==> src/rtl/hazard_pkg.sv <==
`default_nettype none
// +----------------------------------------------------------------------+
// | Module   : hazard_pkg                                                |
// | Purpose  : Shared types for the pipeline hazard controller:          |
// |            forwarding-select encoding and memory-wait FSM states.    |
// | Options  : HAZARD_FWD_EN (used by hazard_unit)                       |
// | Revision : 1.0 - initial release                                     |
// +----------------------------------------------------------------------+
package hazard_pkg;

  // ALU operand source select driven back into execute
  typedef enum logic [1:0] {
    FWD_RF = 2'b00,
    FWD_W  = 2'b01,
    FWD_M  = 2'b10
  } fwd_sel_t;

  // Data-memory wait handshake states
  typedef enum logic [0:0] {
    IDLE = 1'b0,
    WAIT = 1'b1
  } mem_wait_state_t;

endpackage
`default_nettype wire

==> src/rtl/hazard_mem_wait.sv <==
`default_nettype none
// +----------------------------------------------------------------------+
// | Module   : hazard_mem_wait                                           |
// | Purpose  : Data-memory wait handshake. Raises mem_stall while an     |
// |            access sits in M without dmem_ready, and force-releases   |
// |            the pipeline after MEM_TIMEOUT-1 stalled cycles.          |
// | Revision : 1.0 - initial release                                     |
// +----------------------------------------------------------------------+
module hazard_mem_wait
  import hazard_pkg::*;
#(
  parameter int MEM_TIMEOUT = 16
) (
  input  logic clk,
  input  logic rst_n,
  input  logic mem_acc_m,
  input  logic dmem_ready,
  output logic mem_stall,
  output logic force_rel,
  output logic mem_timeout
);

  localparam int                c_cnt_w    = $clog2(MEM_TIMEOUT + 1);
  localparam logic [c_cnt_w-1:0] c_cnt_last = c_cnt_w'(MEM_TIMEOUT - 1);

  mem_wait_state_t      r_state;
  mem_wait_state_t      w_state_nxt;
  logic [c_cnt_w-1:0]   r_cnt;
  logic [c_cnt_w-1:0]   w_cnt_nxt;

  // The counter holds the number of cycles already stalled, so the release
  // fires on the cycle after MEM_TIMEOUT-1 stalls without ready.
  assign force_rel   = (r_state == WAIT) && (r_cnt == c_cnt_last) && !dmem_ready;
  assign mem_stall   = mem_acc_m && !dmem_ready && !force_rel;
  assign mem_timeout = force_rel;

  // State and counter register
  always_ff @(posedge clk or negedge rst_n) begin
    if (!rst_n) begin
      r_state <= IDLE;
      r_cnt   <= '0;
    end else begin
      r_state <= w_state_nxt;
      r_cnt   <= w_cnt_nxt;
    end
  end

  // Next-state and counter update
  always_comb begin
    w_state_nxt = r_state;
    w_cnt_nxt   = r_cnt;
    case (r_state)
      IDLE: begin
        if (mem_stall) begin
          w_state_nxt = WAIT;
          w_cnt_nxt   = c_cnt_w'(1);
        end
      end
      WAIT: begin
        if (dmem_ready || force_rel) begin
          w_state_nxt = IDLE;
          w_cnt_nxt   = '0;
        end else begin
          w_cnt_nxt   = r_cnt + c_cnt_w'(1);
        end
      end
      default: begin
        w_state_nxt = IDLE;
        w_cnt_nxt   = '0;
      end
    endcase
  end

endmodule
`default_nettype wire

==> src/rtl/hazard_unit.sv <==
`default_nettype none
// +----------------------------------------------------------------------+
// | Module   : hazard_unit                                               |
// | Purpose  : Five-stage pipeline hazard controller: shadow M/W         |
// |            destinations, operand forwarding, load-use and RAW        |
// |            stalls, branch flushes and memory-wait stalls.            |
// | Options  : HAZARD_FWD_EN - enables M/W forwarding; when undefined    |
// |            forwarding is tied off and RAW hazards stall instead.     |
// | Revision : 1.0 - initial release                                     |
// +----------------------------------------------------------------------+
module hazard_unit
  import hazard_pkg::*;
#(
  parameter int REG_ADDR_W  = 5,
  parameter int MEM_TIMEOUT = 16
) (
  input  logic                  clk,
  input  logic                  rst_n,
  input  logic [REG_ADDR_W-1:0] rs1_d,
  input  logic [REG_ADDR_W-1:0] rs2_d,
  input  logic [REG_ADDR_W-1:0] rs1_e,
  input  logic [REG_ADDR_W-1:0] rs2_e,
  input  logic [REG_ADDR_W-1:0] rd_e,
  input  logic                  reg_write_e,
  input  logic                  mem_read_e,
  input  logic                  mem_write_e,
  input  logic                  pc_src_e,
  input  logic                  dmem_ready,
  output logic                  stall_f,
  output logic                  stall_d,
  output logic                  stall_e,
  output logic                  stall_m,
  output logic                  flush_d,
  output logic                  flush_e,
  output logic [1:0]            forward_a_e,
  output logic [1:0]            forward_b_e,
  output logic                  mem_timeout
);

  logic [REG_ADDR_W-1:0] r_rd_m;
  logic                  r_reg_write_m;
  logic                  r_mem_acc_m;
  logic [REG_ADDR_W-1:0] r_rd_w;
  logic                  r_reg_write_w;

  logic     w_mem_stall;
  logic     w_force_rel;
  logic     w_mem_timeout;
  logic     w_lu_stall;
  logic     w_data_stall;
  fwd_sel_t w_fwd_a;
  fwd_sel_t w_fwd_b;
  logic     w_stall_f;
  logic     w_stall_d;
  logic     w_stall_e;
  logic     w_stall_m;
  logic     w_flush_d;
  logic     w_flush_e;

  hazard_mem_wait #(
    .MEM_TIMEOUT (MEM_TIMEOUT)
  ) u_mem_wait (
    .clk         (clk),
    .rst_n       (rst_n),
    .mem_acc_m   (r_mem_acc_m),
    .dmem_ready  (dmem_ready),
    .mem_stall   (w_mem_stall),
    .force_rel   (w_force_rel),
    .mem_timeout (w_mem_timeout)
  );

  // Shadow copy of the M and W destinations; frozen while memory stalls
  always_ff @(posedge clk or negedge rst_n) begin
    if (!rst_n) begin
      r_rd_m        <= '0;
      r_reg_write_m <= 1'b0;
      r_mem_acc_m   <= 1'b0;
      r_rd_w        <= '0;
      r_reg_write_w <= 1'b0;
    end else if (!w_mem_stall) begin
      r_rd_m        <= rd_e;
      r_reg_write_m <= reg_write_e;
      r_mem_acc_m   <= mem_read_e | mem_write_e;
      r_rd_w        <= r_rd_m;
      r_reg_write_w <= r_reg_write_m;
    end
  end

  // A load in E whose destination feeds the instruction in decode
  assign w_lu_stall = mem_read_e && (rd_e != '0) && ((rd_e == rs1_d) || (rd_e == rs2_d));

`ifdef HAZARD_FWD_EN
  function automatic fwd_sel_t fwd_pick(
    input logic [REG_ADDR_W-1:0] a_rs,
    input logic [REG_ADDR_W-1:0] a_rd_m,
    input logic                  a_wr_m,
    input logic [REG_ADDR_W-1:0] a_rd_w,
    input logic                  a_wr_w
  );
    if (a_wr_m && (a_rd_m != '0) && (a_rd_m == a_rs)) begin
      return FWD_M;
    end else if (a_wr_w && (a_rd_w != '0) && (a_rd_w == a_rs)) begin
      return FWD_W;
    end
    return FWD_RF;
  endfunction

  // Operand forwarding, M has priority over W
  always_comb begin
    w_fwd_a = fwd_pick(rs1_e, r_rd_m, r_reg_write_m, r_rd_w, r_reg_write_w);
    w_fwd_b = fwd_pick(rs2_e, r_rd_m, r_reg_write_m, r_rd_w, r_reg_write_w);
  end

  assign w_data_stall = w_lu_stall;

  logic w_unused;
  assign w_unused = w_force_rel;
`else
  function automatic logic raw_hit(
    input logic [REG_ADDR_W-1:0] a_rs,
    input logic [REG_ADDR_W-1:0] a_rd_e,
    input logic                  a_wr_e,
    input logic [REG_ADDR_W-1:0] a_rd_m,
    input logic                  a_wr_m
  );
    // W is not checked: the register file writes before it is read
    return (a_rs != '0) && ((a_wr_e && (a_rd_e == a_rs)) || (a_wr_m && (a_rd_m == a_rs)));
  endfunction

  assign w_fwd_a = FWD_RF;
  assign w_fwd_b = FWD_RF;

  assign w_data_stall = w_lu_stall
                      || raw_hit(rs1_d, rd_e, reg_write_e, r_rd_m, r_reg_write_m)
                      || raw_hit(rs2_d, rd_e, reg_write_e, r_rd_m, r_reg_write_m);

  logic w_unused;
  assign w_unused = ^{w_force_rel, rs1_e, rs2_e, r_rd_w, r_reg_write_w};
`endif

  // Stall/flush priority: memory wait, then taken branch, then data hazard
  always_comb begin
    w_stall_f = 1'b0;
    w_stall_d = 1'b0;
    w_stall_e = 1'b0;
    w_stall_m = 1'b0;
    w_flush_d = 1'b0;
    w_flush_e = 1'b0;
    if (w_mem_stall) begin
      w_stall_f = 1'b1;
      w_stall_d = 1'b1;
      w_stall_e = 1'b1;
      w_stall_m = 1'b1;
    end else if (pc_src_e) begin
      w_flush_d = 1'b1;
      w_flush_e = 1'b1;
    end else if (w_data_stall) begin
      w_stall_f = 1'b1;
      w_stall_d = 1'b1;
      w_flush_e = 1'b1;
    end
  end

  // Every output reads as zero while reset is held
  assign stall_f     = rst_n & w_stall_f;
  assign stall_d     = rst_n & w_stall_d;
  assign stall_e     = rst_n & w_stall_e;
  assign stall_m     = rst_n & w_stall_m;
  assign flush_d     = rst_n & w_flush_d;
  assign flush_e     = rst_n & w_flush_e;
  assign forward_a_e = rst_n ? w_fwd_a : FWD_RF;
  assign forward_b_e = rst_n ? w_fwd_b : FWD_RF;
  assign mem_timeout = rst_n & w_mem_timeout;

endmodule
`default_nettype wire
==> config.mk <==
export PLATFORM = sky130hd
export DESIGN_NAME = hazard_unit
export DESIGN_NICKNAME = d
export VERILOG_FILES = /design/src/rtl/hazard_pkg.sv /design/src/rtl/hazard_mem_wait.sv /design/src/rtl/hazard_unit.sv
export SDC_FILE = /design/constraint.sdc
export NUM_CORES = 1
export LEC_CHECK = 0
export CAP_MARGIN = 10
export CORE_UTILIZATION = 45
export CTS_BUF_LIST = sky130_fd_sc_hd__clkbuf_16
export CTS_CLUSTER_DIAMETER = 200
export DETAILED_ROUTE_END_ITERATION = 16
export PLACE_DENSITY = 0.8
export SLEW_MARGIN = 20
export SYNTH_ARGS = -nofsm -noshare
export SYNTH_HDL_FRONTEND = slang
export SYNTH_HIERARCHICAL = 1
export SYNTH_SLANG_ARGS = --single-unit
==> constraint.sdc <==
create_clock -name clk -period 5.2 [get_ports clk]
set_clock_uncertainty 0.05 [all_clocks]
set_input_delay 0.52 -clock clk [delete_from_list [all_inputs] [get_ports clk]]
set_output_delay 0.52 -clock clk [all_outputs]
set_load 0.02 [all_outputs]
# ---- Word-level counts from Yosys, hierarchy flattened
# Cells that the tools add are included.
dict set report totals {
  ff_bits 13
  latch_bits 0
  ram_bits 0
  rom_bits 0
  input_bits 32
  wordCells 55
  memories 0
}
dict set report op_classes {
  add_sub_neg 1
  n_mul 0
  div_mod_pow 0
  magnitude_cmp 0
  eq_ne 6
  shifts 0
  muxes 13
  n_bitwise 7
  reduce_logical 23
}
# op count
set op_table {}
lappend op_table {{$eq A5 B5 Y1} 4}
lappend op_table {{$reduce_bool A5 Y1} 3}
lappend op_table {{$logic_and A1 B1 Y1} 12}
lappend op_table {{$mux W5} 2}
lappend op_table {{$pmux W5 S2} 1}
lappend op_table {{$mux W1} 9}
lappend op_table {{$logic_or A1 B1 Y1} 6}
lappend op_table {{$add A5 B1 Y5 const B} 1}
lappend op_table {{$and A1 B1 Y1} 5}
lappend op_table {{$eq A5 B4 Y1 const B} 1}
lappend op_table {{$logic_not A1 Y1} 2}
lappend op_table {{$ne A2 B2 Y1 const B} 1}
lappend op_table {{$pmux W1 S2} 1}
lappend op_table {{$not A1 Y1} 1}
lappend op_table {{$or A1 B1 Y1} 1}

# ---- Depth between registers and ports, before layout
# Gate-level depths: netlist of run 1.
dict set report logic_depth {
  depth_word 10
  mapped_depth 8
  mapped_depth_nobuf 6
}

# ---- Modules after synthesis
# Netlist of run 1, hierarchy kept.
# module instances cells_per_inst area_each_um2 seq_area_each_um2
set modules_own_cells {}
lappend modules_own_cells {hazard_unit 1 75 663.1 175.2}
lappend modules_own_cells {hazard_mem_wait 1 36 337.8 150.1}

# ---- Worst setup path before layout of run 1
# Ideal clock, no wire load.
dict set report synth_path {
  path_type {reg-to-output}
  startpoint {register u_mem_wait.r_cnt[0]}
  endpoint {output stall_f}
  arrival_ns 2.054
  required_ns 4.630
  setup_slack_ns 2.576
  path_stages_with_launch 9
  n_path_buf 2
  cell_sequence {dfrtp_1 ha_1 and3_1 ha_1 a21oi_1 clkbuf_1 nand2_1 o311ai_1 buf_4}
}
dict set report synth_via {
  elab_chain_cells 7
}
# item line_no
set synth_rtl {}
lappend synth_rtl {{start: declaration} hazard_mem_wait.sv:28} ;# logic [c_cnt_w-1:0] r_cnt;
lappend synth_rtl {{start signal: assignment} hazard_mem_wait.sv:44} ;# r_cnt <= w_cnt_nxt;
lappend synth_rtl {{$eq A5 B4 Y1} hazard_mem_wait.sv:33} ;# assign force_rel = (r_state == WAIT) && (r_cnt == c_cnt_last) && !dmem_ready;
lappend synth_rtl {{$logic_and A1 B1 Y1 (2 in series)} hazard_mem_wait.sv:33}
lappend synth_rtl {{$logic_not A1 Y1} hazard_mem_wait.sv:34} ;# assign mem_stall = mem_acc_m && !dmem_ready && !force_rel;
lappend synth_rtl {{$logic_and A1 B1 Y1} hazard_mem_wait.sv:34}
lappend synth_rtl {{net w_mem_stall} hazard_unit.sv:46} ;# logic w_mem_stall;
lappend synth_rtl {{$mux W1} n/a}
lappend synth_rtl {{$and A1 B1 Y1} n/a}
lappend synth_rtl {{end: declaration} hazard_unit.sv:29} ;# output logic stall_f,
# The timed path passes the listed nets, and every way through them passes these cells.

# ---- Worst setup path after layout of run 1
dict set report layout_path {
  startpoint {register u_mem_wait.r_cnt[0]}
  endpoint {output stall_d}
}
dict set report layout_via {
  elab_chain_cells 7
}
# item line_no
set layout_rtl {}
lappend layout_rtl {{$eq A5 B4 Y1} hazard_mem_wait.sv:33}
lappend layout_rtl {{$logic_and A1 B1 Y1 (2 in series)} hazard_mem_wait.sv:33}
lappend layout_rtl {{$logic_not A1 Y1} hazard_mem_wait.sv:34}
lappend layout_rtl {{$logic_and A1 B1 Y1} hazard_mem_wait.sv:34}
lappend layout_rtl {{net w_mem_stall} hazard_unit.sv:46}
lappend layout_rtl {{$mux W1} hazard_unit.sv:149} ;# if (w_mem_stall) begin
lappend layout_rtl {{$and A1 B1 Y1} hazard_unit.sv:166} ;# assign stall_d = rst_n & w_stall_d;
lappend layout_rtl {{end: declaration} hazard_unit.sv:30} ;# output logic stall_d,
# The timed path passes the listed nets, and every way through them passes these cells.

==> flow_summary.json, run 1 <==
{
  "cp_max_fo": 11,
  "cts.sinks": 13,
  "cap_violations": 0,
  "fin_tns_setup_ns": 0,
  "syn_area_per_cell_sq_um": 9.02,
  "dieArea_sq_um": 2420,
  "final-instance-count-excl-fill": 164,
  "reg2reg_setup_slack_ns": 2.80,
  "design.portCount": 43,
  "reg2regPathDepth": 5,
  "crit_path_top_delay_cell": "a21oi_1",
  "cts-root-buf": "clkbuf_16",
  "ys_ff_latch": 13,
  "start_util": 0.495,
  "postSynth.asyncResetShare": 1.00,
  "syn_area_sq_um": 1000,
  "place_ws_ns": 1.64,
  "post-route-util": 0.664,
  "route.detailed.wl_per_inst_um": 13.3,
  "htreeDepth": 1,
  "fp.dieH_um": 49.2,
  "hold_violations": 0,
  "rsz0062_at_grt": "no",
  "cts_resized": 0,
  "area_growth_pct": 34.1,
  "fmax_ghz": 0.274,
  "fillers": 158,
  "drv_slew": 0,
  "drc_errors": 0,
  "clock_latency_ns": 0.24,
  "leakagePower_nw": 0.526,
  "place_hpwl_um": 1710,
  "nNetsFinal": 172,
  "slew-limit-headroom": 0.357,
  "synthDistinctLibCells": 32,
  "first_global_vias": 793,
  "end_kind": "primary output",
  "min_period_over_period": 0.702,
  "holdCritStartpoint": "u_mem_wait/r_cnt[4]",
  "synth_edf_count": 0,
  "place_congestion": 0.833,
  "cts_setup_buffers": 0,
  "netlist_top_cells_count": "xnor2_1, dfrtp_1, nand2_1, buf_4",
  "ant_nets": 0,
  "setup_viol": 0,
  "vdd_drop_max_mv": 0.335,
  "critPathTopFamily": "compound AO/OA/AOI/OAI gates",
  "grt_pass1_wl_um": 3510,
  "worst_slew_pin_slew_ns": 0.964,
  "hold_path.class": "reg -> reg",
  "drt-initial-drc-count": 10,
  "crit_type": "reg -> out",
  "vias": 856,
  "synthTopCellsByArea": "dfrtp_1, xnor2_1, mux2_2",
  "cp_cell_sequence": "ha_1 > and3_1 > ha_1 > a21oi_1 > nand2_1 > o311ai_1 > clkdlybuf4s50_1",
  "routed_wirelength_um": 2190,
  "synth_flop_cell": "dfrtp_1",
  "yosysWarnings": 6,
  "clock_path_buffers": 2,
  "clk_pin_slew_ns": 0.05,
  "dp.cells": 160,
  "p_per_area_nw_per_um2": 275,
  "slowest_delay_ns": 0.78,
  "dr.pass1.iters": 4,
  "synth.most_common_cell": "xnor2_1",
  "grt_max_degree": 18,
  "insertedDiodeCount": 0,
  "cts_tree": "done",
  "core_area_sq_um": 2020,
  "antenna_found_initial": 0,
  "placed_area_sq_um": 1260,
  "synthCells": 111,
  "viasPerCell": 5.22,
  "post-route-cell-area_sq_um": 1340,
  "dieWidth_um": 49.2,
  "power_uw": 369,
  "worst_slack_ns": 1.55,
  "final_layout_size_suffix_gt1_frac": 0.117,
  "status": "completed",
  "final.min_clock_period_ns": 3.65,
  "r2r_end": "r_rd_m[2]",
  "cts_hold_buf": 0,
  "yosysSeqAreaShare": 0.325,
  "holdPathStages": 2,
  "rows": 16,
  "reg2reg_from": "u_mem_wait/r_cnt[0]",
  "track_usage": 0.193,
  "hold_path_end": "u_mem_wait/r_cnt[4]",
  "grt-ovfl-total": 0,
  "cts_made_buffers": 3,
  "yosysTopAreaCellShare": 0.325,
  "port-buffer-count": 28,
  "path_common_cell": "ha_1",
  "setup.worst_path.start_class": "flip-flop",
  "synth_area_leader_cell": "dfrtp_1",
  "fin_hold_ws_ns": 0.475,
  "worst-path-buf-inv": 1,
  "cp_data_arrival_time_ns": 3.08,
  "worstPathRequired_ns": 4.63
}
-- metal layers --
metal  global-route usage  share of wire
met1                0.247           0.47
met2                0.317           0.49
met3               0.0467          0.039
met4               0.0588         0.0041
met5                    0              0
-- layout by cell type, fill, tap and decap left out, types with 2 or more instances in the layout --
cell type,Yosys,final
nand3_1,5,5
mux2_2,7,7
ha_1,2,2
o22ai_1,3,3
nor2_1,6,6
dfrtp_1,13,13
nand2b_1,2,2
xnor2_1,15,15
clkdlybuf4s50_1,0,28
inv_1,5,5
a21oi_2,2,2
xor2_1,7,7
nand2_1,11,11
and3_1,2,2
o21ai_1,4,4
nor4_1,2,2
conb_1,1,4
clkbuf_16,0,3
nor3_1,2,2
-- power by group --
group	internal, mW	switching [mW]	leakage [nW]
registers	0.114	0.0146	0.161
clock network	0.102	0.0430	0.0409
logic	0.0507	0.0446	0.325
-- sequential cells by signal (all words and copies together), names as in the netlist --
register,flops
u_mem_wait/r_state,1
r_mem_acc_m,1
r_rd_m,5
u_mem_wait/r_cnt,5
r_reg_write_m,1
-- logic make-up (layout without fill, tap and decap cells) --
| kind of cell | after synthesis | after routing | synth area share |
|---|---|---|---|
| muxes | 7 | 7 | 0.0788 |
| buffers and inverters | 14 | 37 | 0.0825 |
| adders and majority gates | 2 | 2 | 0.0250 |
| and+or+nand+nor | 36 | 36 | 0.184 |
| other | 1 | 4 | 0.00375 |
| AOI/OAI and AO/OA | 16 | 16 | 0.109 |
| DFF | 13 | 13 | 0.325 |
| xor gates and xnor gates | 22 | 22 | 0.193 |
-- tightest hold or removal path, stage by stage, from the launching register on --
cell,delay [ns]
dfrtp_1,0.37
nand2_1,0.06
o21ai_1,0.05
-- cell type report --
class                           count  area [sq um]  share of cell area
Clock buffer                        3          75.1              0.0559
Sequential cell                    13           325               0.242
Inverter                            5          18.8              0.0140
Clock inverter                      1          5.00             0.00373
Multi-Input combinational cell     87           604               0.450
Tap cell                           27          33.8              0.0252
Timing Repair Buffer               28           280               0.209
-- worst max-delay path by stage --
stage / startpoint / end / slack [ns] / depth (start not counted)
floorplan: u_mem_wait/r_cnt[0] / stall_f / 2.58 / 8
global route: u_mem_wait/r_cnt[0] / stall_d / 1.33 / 7
detailed placement: dmem_ready / stall_d / 1.64 / 6
CTS: u_mem_wait/r_cnt[0] / stall_d / 1.56 / 7
global placement: dmem_ready / stall_f / 1.73 / 6
finish: u_mem_wait/r_cnt[0] / stall_d / 1.55 / 7
No activity file was read; power rests on OpenSTA's default activity.
==> inputs of run 2 (changes only) <==
--- a/config.mk
+++ b/config.mk
@@ -6,11 +6,11 @@
 export NUM_CORES = 1
 export LEC_CHECK = 0
 export CAP_MARGIN = 10
-export CORE_UTILIZATION = 45
+export CORE_UTILIZATION = 42
 export CTS_BUF_LIST = sky130_fd_sc_hd__clkbuf_16
 export CTS_CLUSTER_DIAMETER = 200
 export DETAILED_ROUTE_END_ITERATION = 16
-export PLACE_DENSITY = 0.8
+export PLACE_DENSITY = 0.76
 export SLEW_MARGIN = 20
 export SYNTH_ARGS = -nofsm -noshare
 export SYNTH_HDL_FRONTEND = slang
==> constraint.sdc (replaced) <==
create_clock -name clk -period 3.6 [get_ports clk]
set_clock_uncertainty 0.05 [all_clocks]
set_input_delay 0.36 -clock clk [delete_from_list [all_inputs] [get_ports clk]]
set_output_delay 0.36 -clock clk [all_outputs]
set_load 0.02 [all_outputs]
==> run 2 against run 1 <==
Setup slack lost 0.97 ns. Global-route usage increased by 0.32 points. Clock power up 46%.
==> flow_summary.json, run 2 (synthesis results as in run 1) <==
{
  "start_util": 0.448,
  "place_ws_ns": 0.588,
  "worst_slack_ns": 0.580,
  "cp_max_fo": 3,
  "critPathTopFamily": "buffers and inverters",
  "slowest_delay_ns": 0.64,
  "final_common_cell": "clkdlybuf4s50_1",
  "route.detailed.wl_per_inst_um": 13.8,
  "cts_setup_buffers": 0,
  "final.min_clock_period_ns": 3.02,
  "fin_hold_ws_ns": 0.329,
  "routed_wirelength_um": 2300,
  "cts_tree": "done",
  "crit_type": "in -> out",
  "hold_violations": 0,
  "end_kind": "primary output",
  "viasPerCell": 5.18,
  "leakagePower_nw": 0.536,
  "dp.cells": 163,
  "cts-root-buf": "clkbuf_16",
  "worst-path-buf-inv": 2,
  "place_hpwl_um": 1810,
  "fin_tns_setup_ns": 0,
  "insertedDiodeCount": 0,
  "reg.largest.list": "r_rd_m (5), u_mem_wait/r_cnt (5)",
  "final-instance-count-excl-fill": 167,
  "dieWidth_um": 50.8,
  "p_per_area_nw_per_um2": 397,
  "grt-ovfl-total": 0,
  "clock_latency_ns": 0.24,
  "core_area_sq_um": 2230,
  "place_congestion": 0.896,
  "cts.sinks": 13,
  "port-buffer-count": 28,
  "post-route-cell-area_sq_um": 1360,
  "crit_path_top_delay_cell": "clkdlybuf4s50_1",
  "placed_area_sq_um": 1280,
  "final_layout_size_suffix_gt1_frac": 0.129,
  "nNetsFinal": 174,
  "path_common_cell": "clkdlybuf4s50_1",
  "min_period_over_period": 0.839,
  "clk_pin_slew_ns": 0.05,
  "rows": 17,
  "htreeDepth": 1,
  "vdd_drop_max_mv": 0.276,
  "status": "completed",
  "hold_path.class": "in -> async",
  "cts_resized": 0,
  "vias": 865,
  "setup.worst_path.start_class": "input pin",
  "drv_slew": 0,
  "cp_cell_sequence": "clkdlybuf4s50_1 > xor2_1 > nor4_1 > and3_1 > o21ai_1 > a311oi_1 > clkdlybuf4s50_1",
  "drc_errors": 0,
  "grt_pass1_wl_um": 3700,
  "layout_common_cells": "clkdlybuf4s50_1, xnor2_1, dfrtp_1",
  "cap_violations": 0,
  "drt-initial-drc-count": 19,
  "ant_nets": 0,
  "cts_hold_buf": 0,
  "worstPathRequired_ns": 3.19,
  "antenna_found_initial": 0,
  "track_usage": 0.196,
  "first_global_vias": 854,
  "dieArea_sq_um": 2580,
  "cp_data_arrival_time_ns": 2.61,
  "clock_path_buffers": 2,
  "rsz0062_at_grt": "no",
  "area_growth_pct": 35.7,
  "fmax_ghz": 0.331,
  "fp.dieH_um": 50.8,
  "cts_made_buffers": 3,
  "setup_viol": 0,
  "grt_max_degree": 13,
  "design.portCount": 43,
  "dr.pass1.iters": 5,
  "fillers": 185
}
-- run 2: worst register-to-register path, delay by kind of cell (launching register included) --
kind,cells,cell delay [ns]
buf+inv,1,0.22
compound gates,1,0.20
mux,1,0.35
fa+ha+maj,2,0.45
simple gates,1,0.18
flops,1,0.40
-- run 2: report_power, final --
| part | internal, mW | total (mW) | switching, mW |
|---|---|---|---|
| logic | 0.0750 | 0.141 | 0.0662 |
| registers | 0.165 | 0.187 | 0.0216 |
| clock network | 0.148 | 0.211 | 0.0633 |
-- run 2: cell type report --
type | instances | area, sq um | area share
Timing Repair Buffer | 30 | 295 | 0.217
Sequential cell | 13 | 325 | 0.239
Clock inverter | 1 | 5.00 | 0.00368
Clock buffer | 3 | 75.1 | 0.0552
Inverter | 5 | 18.8 | 0.0138
Multi-Input combinational cell | 87 | 604 | 0.445
Tap cell | 28 | 35.0 | 0.0258
-- run 2: through the flow --
stage / util / power, mW
after global routing: 0.608 / 0.568
after detailed placement: 0.573 / 0.328
after CTS: 0.608 / 0.544
final: 0.608 / 0.539
after global placement: 0.573 / 0.322
after floorplan: - / 0.272
-- run 2: routing by layer --
layer	routed length, um	global-route usage
met1	1050	0.223
met2	1100	0.349
met3	120	0.0446
met4	37	0.0833
met5	0	0
-- run 2: final timing paths --
check / slack, ns / cells after the start / endpoint / startpoint
hold / removal: 0.33 / 1 / r_rd_m[1] / rst_n
min in group clk: 0.48 / 2 / u_mem_wait/r_cnt[4] / u_mem_wait/r_cnt[4]
max in group asynchronous: 2.72 / 2 / u_mem_wait/r_cnt[4] / rst_n
setup / recovery: 0.58 / 7 / flush_e / rs1_d[0]
hold reg to reg: 0.48 / 2 / u_mem_wait/r_cnt[4] / u_mem_wait/r_cnt[4]
setup reg to reg: 1.64 / 6 / r_rd_m[0] / u_mem_wait/r_cnt[0]
==> inputs of run 3 (changes only) <==
==> constraint.sdc (replaced) <==
create_clock -name clk -period 2.9 [get_ports clk]
set_clock_uncertainty 0.05 [all_clocks]
set_input_delay 0.29 -clock clk [delete_from_list [all_inputs] [get_ports clk]]
set_output_delay 0.29 -clock clk [all_outputs]
set_load 0.02 [all_outputs]
==> run 3 against run 2 <==
Utilization is 0.67 points higher. Sequential power is 24% higher. Count of clock-buffer cells in the layout is the same. Sequential cell count is the same. Critical path depth is the same. Largest power group unchanged. Highest routed layer unchanged.
==> flow_summary.json, run 3 (synthesis results as in run 1) <==
{
  "area_growth_pct": 37.3,
  "dr.pass1.iters": 4,
  "core_area_sq_um": 2230,
  "cts.sinks": 13,
  "fin_hold_ws_ns": 0.256,
  "cts_setup_buffers": 0,
  "clock_path_buffers": 2,
  "reg2reg_from": "u_mem_wait/r_cnt[0]",
  "clk_pin_slew_ns": 0.05,
  "power_uw": 666,
  "cts_hold_buf": 0,
  "slowest_delay_ns": 0.60,
  "reg2reg_setup_slack_ns": 0.86,
  "design.portCount": 43,
  "final-instance-count-excl-fill": 168,
  "insertedDiodeCount": 0,
  "grt_pass1_wl_um": 3530,
  "cp_cell_sequence": "ha_1 > and3_1 > ha_1 > a21oi_2 > nand2_1 > inv_1 > clkdlybuf4s50_1",
  "path_common_cell": "ha_1",
  "setup.worst_path.start_class": "flip-flop",
  "comb_power_share": 0.266,
  "place_hpwl_um": 1800,
  "cts-root-buf": "clkbuf_16",
  "switching_share": 0.277,
  "p_seq_frac": 0.349,
  "grt-ovfl-total": 0,
  "p_clk_frac": 0.385,
  "status": "completed",
  "final.min_clock_period_ns": 2.68,
  "reg2regPathDepth": 6,
  "drt-initial-drc-count": 26,
  "dp.cells": 164,
  "final_layout_size_suffix_gt1_frac": 0.143,
  "route.detailed.wl_per_inst_um": 13.2,
  "cts_made_buffers": 3,
  "start_util": 0.448,
  "leakagePower_nw": 0.575,
  "clock_latency_ns": 0.24,
  "fp.dieH_um": 50.8,
  "fmax_ghz": 0.373,
  "p_per_area_nw_per_um2": 485,
  "reg.largest.list": "r_rd_m (5), u_mem_wait/r_cnt (5)",
  "nNetsFinal": 175,
  "rsz0062_at_grt": "no",
  "end_kind": "primary output",
  "dieWidth_um": 50.8,
  "min_period_over_period": 0.924,
  "grt_max_degree": 13,
  "p_switching_uw": 184,
  "r2r_end": "r_rd_m[2]",
  "cap_violations": 0,
  "worstPathRequired_ns": 2.56,
  "htreeDepth": 1,
  "port-buffer-count": 28,
  "dieArea_sq_um": 2580,
  "first_global_vias": 783,
  "hold_path.class": "in -> async",
  "drv_slew": 0,
  "p_int_uw": 481,
  "rows": 17,
  "antenna_found_initial": 0,
  "crit_path_top_delay_cell": "clkdlybuf4s50_1",
  "ant_nets": 0,
  "cts_tree": "done",
  "final_common_cell": "clkdlybuf4s50_1",
  "viasPerCell": 5.21,
  "fillers": 193,
  "place_congestion": 0.874,
  "crit_type": "reg -> out",
  "setup_viol": 0,
  "cp_max_fo": 5,
  "track_usage": 0.184,
  "cp_data_arrival_time_ns": 2.34,
  "vdd_drop_max_mv": 0.687,
  "layout_common_cells": "clkdlybuf4s50_1, xnor2_1, dfrtp_1",
  "routed_wirelength_um": 2220,
  "drc_errors": 0,
  "vias": 875,
  "hold_violations": 0
}
-- run 3: changes by cell type in the layout (fill, tap and decap cells not counted), sizes merged --
cell,before,now
clkdlybuf4s50,28,25
dlymetal6s2s,0,2
dlygate4sd2,0,1
buf,2,3
-- run 3: cell type report --
| class | count | area (sq um) | area share |
|---|---|---|---|
| clock inverter | 1 | 5.00 | 0.00364 |
| tap | 28 | 35.0 | 0.0255 |
| multi-input combinational | 87 | 608 | 0.443 |
| timing repair buffer | 31 | 307 | 0.223 |
| sequential | 13 | 325 | 0.237 |
| clock buffer | 3 | 75.1 | 0.0546 |
| inverter | 5 | 18.8 | 0.0137 |
-- run 3: metal layers --
layer  part of all wire  global-route usage  wire length (um)
met1               0.49               0.250              1080
met2               0.47               0.302              1050
met3              0.031              0.0446                68
met4             0.0068              0.0278                15
met5                  0                   0                 0
-- run 3: how the worst max path moves through the flow --
stage	startpoint	end	slack [ns]	cells after the start
floorplan	u_mem_wait/r_cnt[0]	stall_f	0.51	8
global placement	rd_e[0]	stall_d	0.11	7
detailed placement	rd_e[2]	stall_d	-0.007	7
CTS	rd_e[2]	stall_f	0.02	7
global route	u_mem_wait/r_cnt[0]	stall_m	0.10	7
finish	u_mem_wait/r_cnt[0]	stall_e	0.22	7
-- run 3: power by group through the flow --
stage	Clock (mW)	Sequential [mW]	Combinational (mW)
6_report	0.257	0.232	0.177
2_1_floorplan	0	0.224	0.114
3_3_place_gp	0	0.232	0.170
5_1_grt	0.275	0.234	0.193
3_5_place_dp	0	0.233	0.177
4_1_cts	0.262	0.232	0.179
-- run 3: worst max-delay path, delay by kind of cell (launching register included) --
kind,cells,cell delay [ns]
adder cells (fa/ha/maj),2,0.46
AO/OA/AOI/OAI,1,0.27
buffers and inverters,2,0.68
flip-flops,1,0.40
AND/OR/NAND/NOR,2,0.30
-- run 3: per-stage QoR --
stage                     setup TNS (ns)  setup slack, ns  instance area (sq um)   util
final                                  0            0.221                   1370  0.615
after global routing                   0            0.101                   1370  0.615
after CTS                              0           0.0206                   1370  0.613
after detailed placement        -0.00681         -0.00681                   1290  0.576
after global placement                 0            0.113                   1290  0.576
after floorplan                        0            0.506                   1010      -
-- run 3: what timing repair did --
| item | in CTS | in global routing |
|---|---|---|
| resized for setup | 2 | 2 |
| setup endpoints to repair | 2 | 2 |
| hold endpoints to repair | 0 | 0 |
